==> config.mk <==
export PLATFORM = sky130hd
export DESIGN_NAME = shot_pool_flat
export DESIGN_NICKNAME = d
export VERILOG_FILES = /design/src/rtl/shot_pool_pkg.sv /design/src/rtl/shot_pool_if.sv /design/src/rtl/shot_pool_free_slot_finder.sv /design/src/rtl/shot_pool.sv /design/src/flat_wrapper.sv
export SDC_FILE = /design/constraint.sdc
export NUM_CORES = 1
export LEC_CHECK = 0
export BUFFER_PORTS_ARGS = -buffer_cell sky130_fd_sc_hd__buf_2
export CORE_MARGIN = 5
export CORE_UTILIZATION = 50
export DETAILED_ROUTE_END_ITERATION = 10
export GPL_ROUTABILITY_DRIVEN = 0
export MAX_ROUTING_LAYER = met4
export PLACE_DENSITY = 0.73
export SETUP_SLACK_MARGIN = 0.2
export SYNTH_ARGS = -nofsm -noshare
export SYNTH_HDL_FRONTEND = slang
export SYNTH_SLANG_ARGS = --single-unit
==> constraint.sdc <==
create_clock -name vga_clk -period 5.2 [get_ports vga_clk]
set_input_delay 0 -clock vga_clk [delete_from_list [all_inputs] [get_ports vga_clk]]
set_output_delay 0 -clock vga_clk [all_outputs]
set_load 0.05 [all_outputs]
==> src/rtl/shot_pool_pkg.sv <==
// shot_pool_pkg: shared FSM encoding, screen constants and parameter defaults for the bullet pool
package shot_pkg;
    localparam logic [1:0] ST_IDLE  = 2'd0;
    localparam logic [1:0] ST_SCAN  = 2'd1;
    localparam logic [1:0] ST_SPAWN = 2'd2;
    localparam int SCREEN_W      = 640;
    localparam int SCREEN_H      = 480;
    localparam int DEF_NUM_SHOTS = 8;
    localparam int DEF_SHOT_W    = 4;
    localparam int DEF_SHOT_H    = 8;
    localparam int DEF_SPEED     = 4;
    localparam int DEF_START_Y   = 440;
    localparam int DEF_X_OFFSET  = 14;
    localparam int DEF_COOLDOWN  = 6;
    localparam int OVL_W         = 12;
endpackage

==> src/rtl/shot_pool_if.sv <==
// shot_pool_if: frame/gun/target/pixel inputs and draw/status outputs of the bullet pool
interface shot_pool_if
    import shot_pkg::*;
#(
    parameter int NUM_SHOTS = DEF_NUM_SHOTS
);
    logic                 frame_tick;
    logic                 fire;
    logic [9:0]           gun_x;
    logic [10:0]          target_x;
    logic [9:0]           target_y;
    logic [7:0]           target_w;
    logic [7:0]           target_h;
    logic                 target_valid;
    logic [9:0]           hcount;
    logic [9:0]           vcount;
    logic                 shot_draw;
    logic                 hit;
    logic [7:0]           hit_count;
    logic [NUM_SHOTS-1:0] active_mask;
    logic                 pool_full;

    modport master (
        output frame_tick, fire, gun_x, target_x, target_y, target_w, target_h,
               target_valid, hcount, vcount,
        input  shot_draw, hit, hit_count, active_mask, pool_full
    );

    modport slave (
        input  frame_tick, fire, gun_x, target_x, target_y, target_w, target_h,
               target_valid, hcount, vcount,
        output shot_draw, hit, hit_count, active_mask, pool_full
    );
endinterface

==> src/rtl/shot_pool_free_slot_finder.sv <==
// free_slot_finder: lowest-index dead slot of the pool plus a found flag
module free_slot_finder #(
    parameter int N = 8
) (
    input  logic [N-1:0]         mask_i,
    output logic [$clog2(N)-1:0] idx_o,
    output logic                 found_o
);
    localparam int IW = $clog2(N);

    // scan downwards so the lowest free index is the last one written
    always_comb begin
        idx_o   = '0;
        found_o = 1'b0;
        for (int i = N - 1; i >= 0; i--)
            if (!mask_i[i]) begin
                idx_o   = IW'(i);
                found_o = 1'b1;
            end
    end
endmodule

==> src/rtl/shot_pool.sv <==
// shot_pool: bullet slot pool (spawn, per-frame move, duck hit test, pixel draw); `define SHOT_POOL_AUTOFIRE_EN makes a held fire button re-arm every frame
module shot_pool
    import shot_pkg::*;
#(
    parameter int NUM_SHOTS = DEF_NUM_SHOTS,
    parameter int SHOT_W    = DEF_SHOT_W,
    parameter int SHOT_H    = DEF_SHOT_H,
    parameter int SPEED     = DEF_SPEED,
    parameter int START_Y   = DEF_START_Y,
    parameter int X_OFFSET  = DEF_X_OFFSET,
    parameter int COOLDOWN  = DEF_COOLDOWN
) (
    input logic        vga_clk,
    input logic        reset,
    shot_pool_if.slave bus
);
    localparam int IW = $clog2(NUM_SHOTS);

    logic [1:0]           state_q;
    logic [IW-1:0]        idx_q;
    logic [NUM_SHOTS-1:0] live_q, mask_q;
    logic [10:0]          x_q [NUM_SHOTS];
    logic [9:0]           y_q [NUM_SHOTS];
    logic [7:0]           cd_q, hit_count_q;
    logic                 cd_ok_q, pend_q, frame_hit_q, hit_q, full_q, draw_q;
    logic [2:0]           fire_q;
    logic                 fire_set, overlap, draw_d, free_found;
    logic [IW-1:0]        free_idx;
    logic [10:0]          cur_x;
    logic [9:0]           cur_y, y_new;
    logic [OVL_W-1:0]     bx, ny, tx, ty;

    free_slot_finder #(.N(NUM_SHOTS)) u_free (
        .mask_i (live_q),
        .idx_o  (free_idx),
        .found_o(free_found)
    );

`ifdef SHOT_POOL_AUTOFIRE_EN
    assign fire_set = fire_q[1];
`else
    assign fire_set = fire_q[1] & ~fire_q[2];
`endif

    assign cur_x   = x_q[idx_q];
    assign cur_y   = y_q[idx_q];
    assign y_new   = cur_y - 10'(SPEED);
    assign bx      = OVL_W'(cur_x);
    assign ny      = OVL_W'(y_new);
    assign tx      = OVL_W'(bus.target_x);
    assign ty      = OVL_W'(bus.target_y);
    assign overlap = (bx < tx + OVL_W'(bus.target_w)) && (bx + OVL_W'(SHOT_W) > tx) &&
                     (ny < ty + OVL_W'(bus.target_h)) && (ny + OVL_W'(SHOT_H) > ty);

    // pixel lies inside any live bullet box
    always_comb begin
        draw_d = 1'b0;
        for (int i = 0; i < NUM_SHOTS; i++)
            if (live_q[i] &&
                OVL_W'(bus.hcount) >= OVL_W'(x_q[i]) && OVL_W'(bus.hcount) < OVL_W'(x_q[i]) + OVL_W'(SHOT_W) &&
                OVL_W'(bus.vcount) >= OVL_W'(y_q[i]) && OVL_W'(bus.vcount) < OVL_W'(y_q[i]) + OVL_W'(SHOT_H))
                draw_d = 1'b1;
    end

    // two-flop synchroniser plus one delay stage for edge detection
    always_ff @(posedge vga_clk or negedge reset)
        if (!reset) fire_q <= '0;
        else        fire_q <= {fire_q[1:0], bus.fire};

    // frame FSM: move/test one slot per SCAN cycle, spawn and report hits in SPAWN
    // the cooldown gate is sampled at frame start, so a load of COOLDOWN blocks that many following frames
    always_ff @(posedge vga_clk or negedge reset) begin
        if (!reset) begin
            state_q     <= ST_IDLE;
            idx_q       <= '0;
            live_q      <= '0;
            cd_q        <= '0;
            cd_ok_q     <= 1'b0;
            pend_q      <= 1'b0;
            frame_hit_q <= 1'b0;
            hit_q       <= 1'b0;
            hit_count_q <= '0;
            for (int i = 0; i < NUM_SHOTS; i++) begin
                x_q[i] <= '0;
                y_q[i] <= '0;
            end
        end else begin
            hit_q  <= 1'b0;
            pend_q <= pend_q | fire_set;
            if (state_q == ST_IDLE && bus.frame_tick) begin
                state_q <= ST_SCAN;
                idx_q   <= '0;
                cd_ok_q <= cd_q == 8'd0;
                if (cd_q != 8'd0) cd_q <= cd_q - 8'd1;
            end else if (state_q == ST_SCAN) begin
                if (live_q[idx_q]) begin
                    y_q[idx_q] <= y_new;
                    if (cur_y < 10'(SPEED)) live_q[idx_q] <= 1'b0;
                    else if (bus.target_valid && overlap) begin
                        live_q[idx_q] <= 1'b0;
                        frame_hit_q   <= 1'b1;
                    end
                end
                idx_q <= idx_q + 1'b1;
                if (idx_q == IW'(NUM_SHOTS - 1)) state_q <= ST_SPAWN;
            end else if (state_q == ST_SPAWN) begin
                if (pend_q && cd_ok_q && free_found) begin
                    live_q[free_idx] <= 1'b1;
                    x_q[free_idx]    <= 11'(bus.gun_x) + 11'(X_OFFSET);
                    y_q[free_idx]    <= 10'(START_Y);
                    cd_q             <= 8'(COOLDOWN);
                    pend_q           <= fire_set;
                end
                hit_q       <= frame_hit_q;
                if (frame_hit_q && hit_count_q != 8'hFF) hit_count_q <= hit_count_q + 8'd1;
                frame_hit_q <= 1'b0;
                state_q     <= ST_IDLE;
            end
        end
    end

    // registered status and draw outputs, one cycle behind slot state and pixel position
    always_ff @(posedge vga_clk or negedge reset)
        if (!reset) begin
            mask_q <= '0;
            full_q <= 1'b0;
            draw_q <= 1'b0;
        end else begin
            mask_q <= live_q;
            full_q <= &live_q;
            draw_q <= draw_d;
        end

    assign bus.shot_draw   = draw_q;
    assign bus.hit         = hit_q;
    assign bus.hit_count   = hit_count_q;
    assign bus.active_mask = mask_q;
    assign bus.pool_full   = full_q;
endmodule

==> src/flat_wrapper.sv <==
// flat-port wrapper written by rule: the top's interface ports become plain ports
module shot_pool_flat import shot_pkg::*;
#(
    parameter int NUM_SHOTS = DEF_NUM_SHOTS,
    parameter int SHOT_W    = DEF_SHOT_W,
    parameter int SHOT_H    = DEF_SHOT_H,
    parameter int SPEED     = DEF_SPEED,
    parameter int START_Y   = DEF_START_Y,
    parameter int X_OFFSET  = DEF_X_OFFSET,
    parameter int COOLDOWN  = DEF_COOLDOWN
)
  (vga_clk, reset, bus_frame_tick, bus_fire, bus_gun_x, bus_target_x, bus_target_y, bus_target_w, bus_target_h, bus_target_valid, bus_hcount, bus_vcount, bus_shot_draw, bus_hit, bus_hit_count, bus_active_mask, bus_pool_full);
  shot_pool_if #(.NUM_SHOTS(NUM_SHOTS)) bus_i ();
  input logic vga_clk;
  input logic reset;
  input wire logic [$bits(bus_i.frame_tick)-1:0] bus_frame_tick;
  input wire logic [$bits(bus_i.fire)-1:0] bus_fire;
  input wire logic [$bits(bus_i.gun_x)-1:0] bus_gun_x;
  input wire logic [$bits(bus_i.target_x)-1:0] bus_target_x;
  input wire logic [$bits(bus_i.target_y)-1:0] bus_target_y;
  input wire logic [$bits(bus_i.target_w)-1:0] bus_target_w;
  input wire logic [$bits(bus_i.target_h)-1:0] bus_target_h;
  input wire logic [$bits(bus_i.target_valid)-1:0] bus_target_valid;
  input wire logic [$bits(bus_i.hcount)-1:0] bus_hcount;
  input wire logic [$bits(bus_i.vcount)-1:0] bus_vcount;
  output wire logic [$bits(bus_i.shot_draw)-1:0] bus_shot_draw;
  output wire logic [$bits(bus_i.hit)-1:0] bus_hit;
  output wire logic [$bits(bus_i.hit_count)-1:0] bus_hit_count;
  output wire logic [$bits(bus_i.active_mask)-1:0] bus_active_mask;
  output wire logic [$bits(bus_i.pool_full)-1:0] bus_pool_full;
  assign bus_i.frame_tick = bus_frame_tick;
  assign bus_i.fire = bus_fire;
  assign bus_i.gun_x = bus_gun_x;
  assign bus_i.target_x = bus_target_x;
  assign bus_i.target_y = bus_target_y;
  assign bus_i.target_w = bus_target_w;
  assign bus_i.target_h = bus_target_h;
  assign bus_i.target_valid = bus_target_valid;
  assign bus_i.hcount = bus_hcount;
  assign bus_i.vcount = bus_vcount;
  assign bus_shot_draw = bus_i.shot_draw;
  assign bus_hit = bus_i.hit;
  assign bus_hit_count = bus_i.hit_count;
  assign bus_active_mask = bus_i.active_mask;
  assign bus_pool_full = bus_i.pool_full;
  shot_pool #(.NUM_SHOTS(NUM_SHOTS), .SHOT_W(SHOT_W), .SHOT_H(SHOT_H), .SPEED(SPEED), .START_Y(START_Y), .X_OFFSET(X_OFFSET), .COOLDOWN(COOLDOWN)) u_core (.vga_clk(vga_clk), .reset(reset), .bus(bus_i));
endmodule
==> run metrics <==
Final Cycle Share 0.907; worst hold path class input pin to register; Max transition margin 0.198; clk slew on worst S/H paths about 60 ps; maximum vdd drop roughly 0.27 mV; FMAX between 200 and 250 MHz; first-pass GRT wire length about 110000 um; Seq/Total Area, Yosys 0.267; Routed WL approximately 68000 um; worst path required time about 5700 ps; Core Area between 30000 and 40000 um^2; die width ~210 um; all-layer global routing usage 0.308; antenna viol nets, final 0; Final Critical Period roughly 4700 ps; Worst Setup Path Type register to register; Synth Warn # 0; worst setup margin between 400 and 500 ps; Multi-input gate area ~14000 um^2; synthesized net count around 2800; pre-CTS setup slack approximately 570 ps; die area ~44000 um^2; share of Yosys cell area claimed by the top area cell type 0.267; run status complete, no violations; CTS Buffer Depth 3; Syn Inst Count 2314; Die H around 210 um; Avg Inst Size Synth 8.67 um^2; Worst-Margin Slew 1190 ps; ys flop type dfrtp_1; Static Leak ~10 nW; max-slew violation count 0; 1st-iter DRT viols 1992; most common cell after layout, fill and taps aside ha_1; ranking of synthesized cells by area dfrtp_1 27%, ha_1 23%, xnor2_1 5.1%; grt peak-use layer met2; H-tree levels 1; fillers 3570; CTS tree built; number of synthesized register bits between 200 and 250; worst hold slack 62.2 ps; worst skew pair latency roughly 540 ps; Post-synth EDFFs 0; Max Cap Violations 0; vias roughly 19000; Synth cell types between 80 and 90; cell row count 73; Crit. End Element register; Synth-to-Final Area Change 9.75%; clk sinks around 210; antenna cell count 0; Power, Total about 4 mW; Total Neg Setup Slack 0 ps; Via density around 6.4; Hold Vio Cnt, Final 0; Worst EP arrival about 5200 ps; port buffer count 90; Power Dens Cells roughly 190 nW/um^2; GR met1 Demand/Resource 0.398; Final nets between 2000 and 3000; biggest area consumer among synthesized cells dfrtp_1; initial antenna violation count 0; Root Driver clkbuf_16; vias in the first global route between 15000 and 20000; RSZ-0062 raised after global routing false; largest net degree at the start of global routing between 100 and 150; Async S/R FF share, synth 1.00; Initial Utilization 0.505; drt pass-1 iters 6; crit start category register; IO Pins 91; DRC 0; global routing usage on met3 0.0628; gr ovfl total 0; routed len/inst 23.0 um; setup violators final 0; Netlist Area Pre-Place approximately 20000 um^2; postcts setup bufs 0; CP Max Fanout 20; most frequent cells in the layout 364 x ha_1, 239 x inv_1, 211 x dfrtp_1; FF/Latch Area between 5000 and 6000 um^2; Final HPWL DP between 50000 and 60000 um; Worst Skew 18.9 ps; routing usage on met2 0.465; TritonCTS buffer count 26; layout cells sized above 1 0.0885
[Yosys cell counts, types with 4 or more instances]
cell type	instances
clkbuf_1	36
a2111oi_0	10
buf_4	8
a22oi_1	18
inv_1	239
or4b_2	4
o21a_1	33
xnor2_1	117
a211oi_1	14
and2_1	9
nand2_1	206
buf_2	9
nand4_1	23
a221oi_1	21
mux4_2	13
o32a_1	4
mux2_2	17
nor2_1	121
nor4b_1	4
xor2_1	28
and3_1	20
nor3_1	35
a21oi_1	146
or4_1	9
o2111ai_1	11
o21ai_0	185
a211o_1	7
o211ai_1	15
o22ai_1	40
a21o_1	24
and4_1	4
a31oi_1	19
nand2b_1	38
ha_1	364
o21bai_1	12
a2111o_1	4
a21boi_0	9
nor2b_1	23
nor4_1	23
mux2i_1	21
dfrtp_1	214
nand3_1	82
or3_1	6
[sequential cells by signal, indices dropped and copies added, names as in the netlist, 2 cells and up]
name and cells:
u_core.fire_q 3, u_core.state_q 2, u_core.x_q 88, u_core.bus.hit_count 8
u_core.live_q 8, u_core.bus.active_mask 8, u_core.idx_q 3, u_core.y_q 80
u_core.cd_q 8
[worst paths after layout]
path	startpoint	endpoint	slack [ps]	depth (start not counted)
worst min register to register	u_core.fire_q[0]	u_core.fire_q[1]	350	0
worst max-delay path	u_core.idx_q[1]	u_core.live_q[4]	480	18
max in group asynchronous	reset	u_core.y_q[15]	4020	3
min in group asynchronous	reset	u_core.x_q[2]	110	2
worst max register to register	u_core.idx_q[1]	u_core.live_q[4]	480	18
worst min-delay path	bus_gun_x[5]	u_core.x_q[27]	60	3
[final cells by class]
type | count | area share
Clock buffer | 33 | 0.0331
Clock inverter | 14 | 0.00762
Tap cell | 525 | 0.0298
Inverter | 241 | 0.0411
Multi-Input combinational cell | 1800 | 0.614
Timing Repair Buffer | 115 | 0.0313
Sequential cell | 214 | 0.244
[report_power, final]
group	switching, mW	internal (mW)	leakage [nW]
Sequential	0.000354	1.67	2.57
Clock	0.766	1.14	0.433
Combinational	0.336	0.198	7.20
Total	1.10	3.01	10.2
[routing by layer]
metal	vias up	routed length (um)
met5	-	0
met3	240	7320
met2	1034	29300
met1	8961	27200
met4	0	3980
li1	8510	-
[per-stage QoR]
step	area, um^2	util	instances
after global placement	21100	0.530	2890
final	22000	0.554	2942
after floorplan	20100	-	2314
after detailed placement	21100	0.530	2890
after global routing	22000	0.554	2942
after CTS	22000	0.554	2942
[timing repair]
action | CTS | global route
hold buffers | 5 | 0
endpoints found under the setup margin | 0 | 4
resized for setup | 0 | 2
hold endpoints to repair | 139 | 0
[logic make-up (layout without fill, tap and decap cells)]
family          after synthesis  in the layout  share of synthesized area
flops                       214            214                      0.267
simple gates                625            625                      0.152
mux                          52             52                     0.0352
fa+ha+maj                   366            366                      0.229
xor+xnor                    146            146                     0.0641
buf+inv                     300            403                     0.0597
compound gates              611            611                      0.193
[critical path: stages, from the launching register on]
cell,delay [ps]
dfrtp_2,550
nand2b_1,200
mux4_2,490
nand2b_1,90
buf_4,170
inv_1,100
ha_1,500
inv_1,100
ha_1,220
and3_1,170
xor2_1,140
ha_1,310
a2111oi_0,400
a31oi_1,150
o21ai_0,200
a21oi_1,170
o21a_2,290
nand2b_4,180
a41oi_2,200
Power figures use the tool's default switching activity.
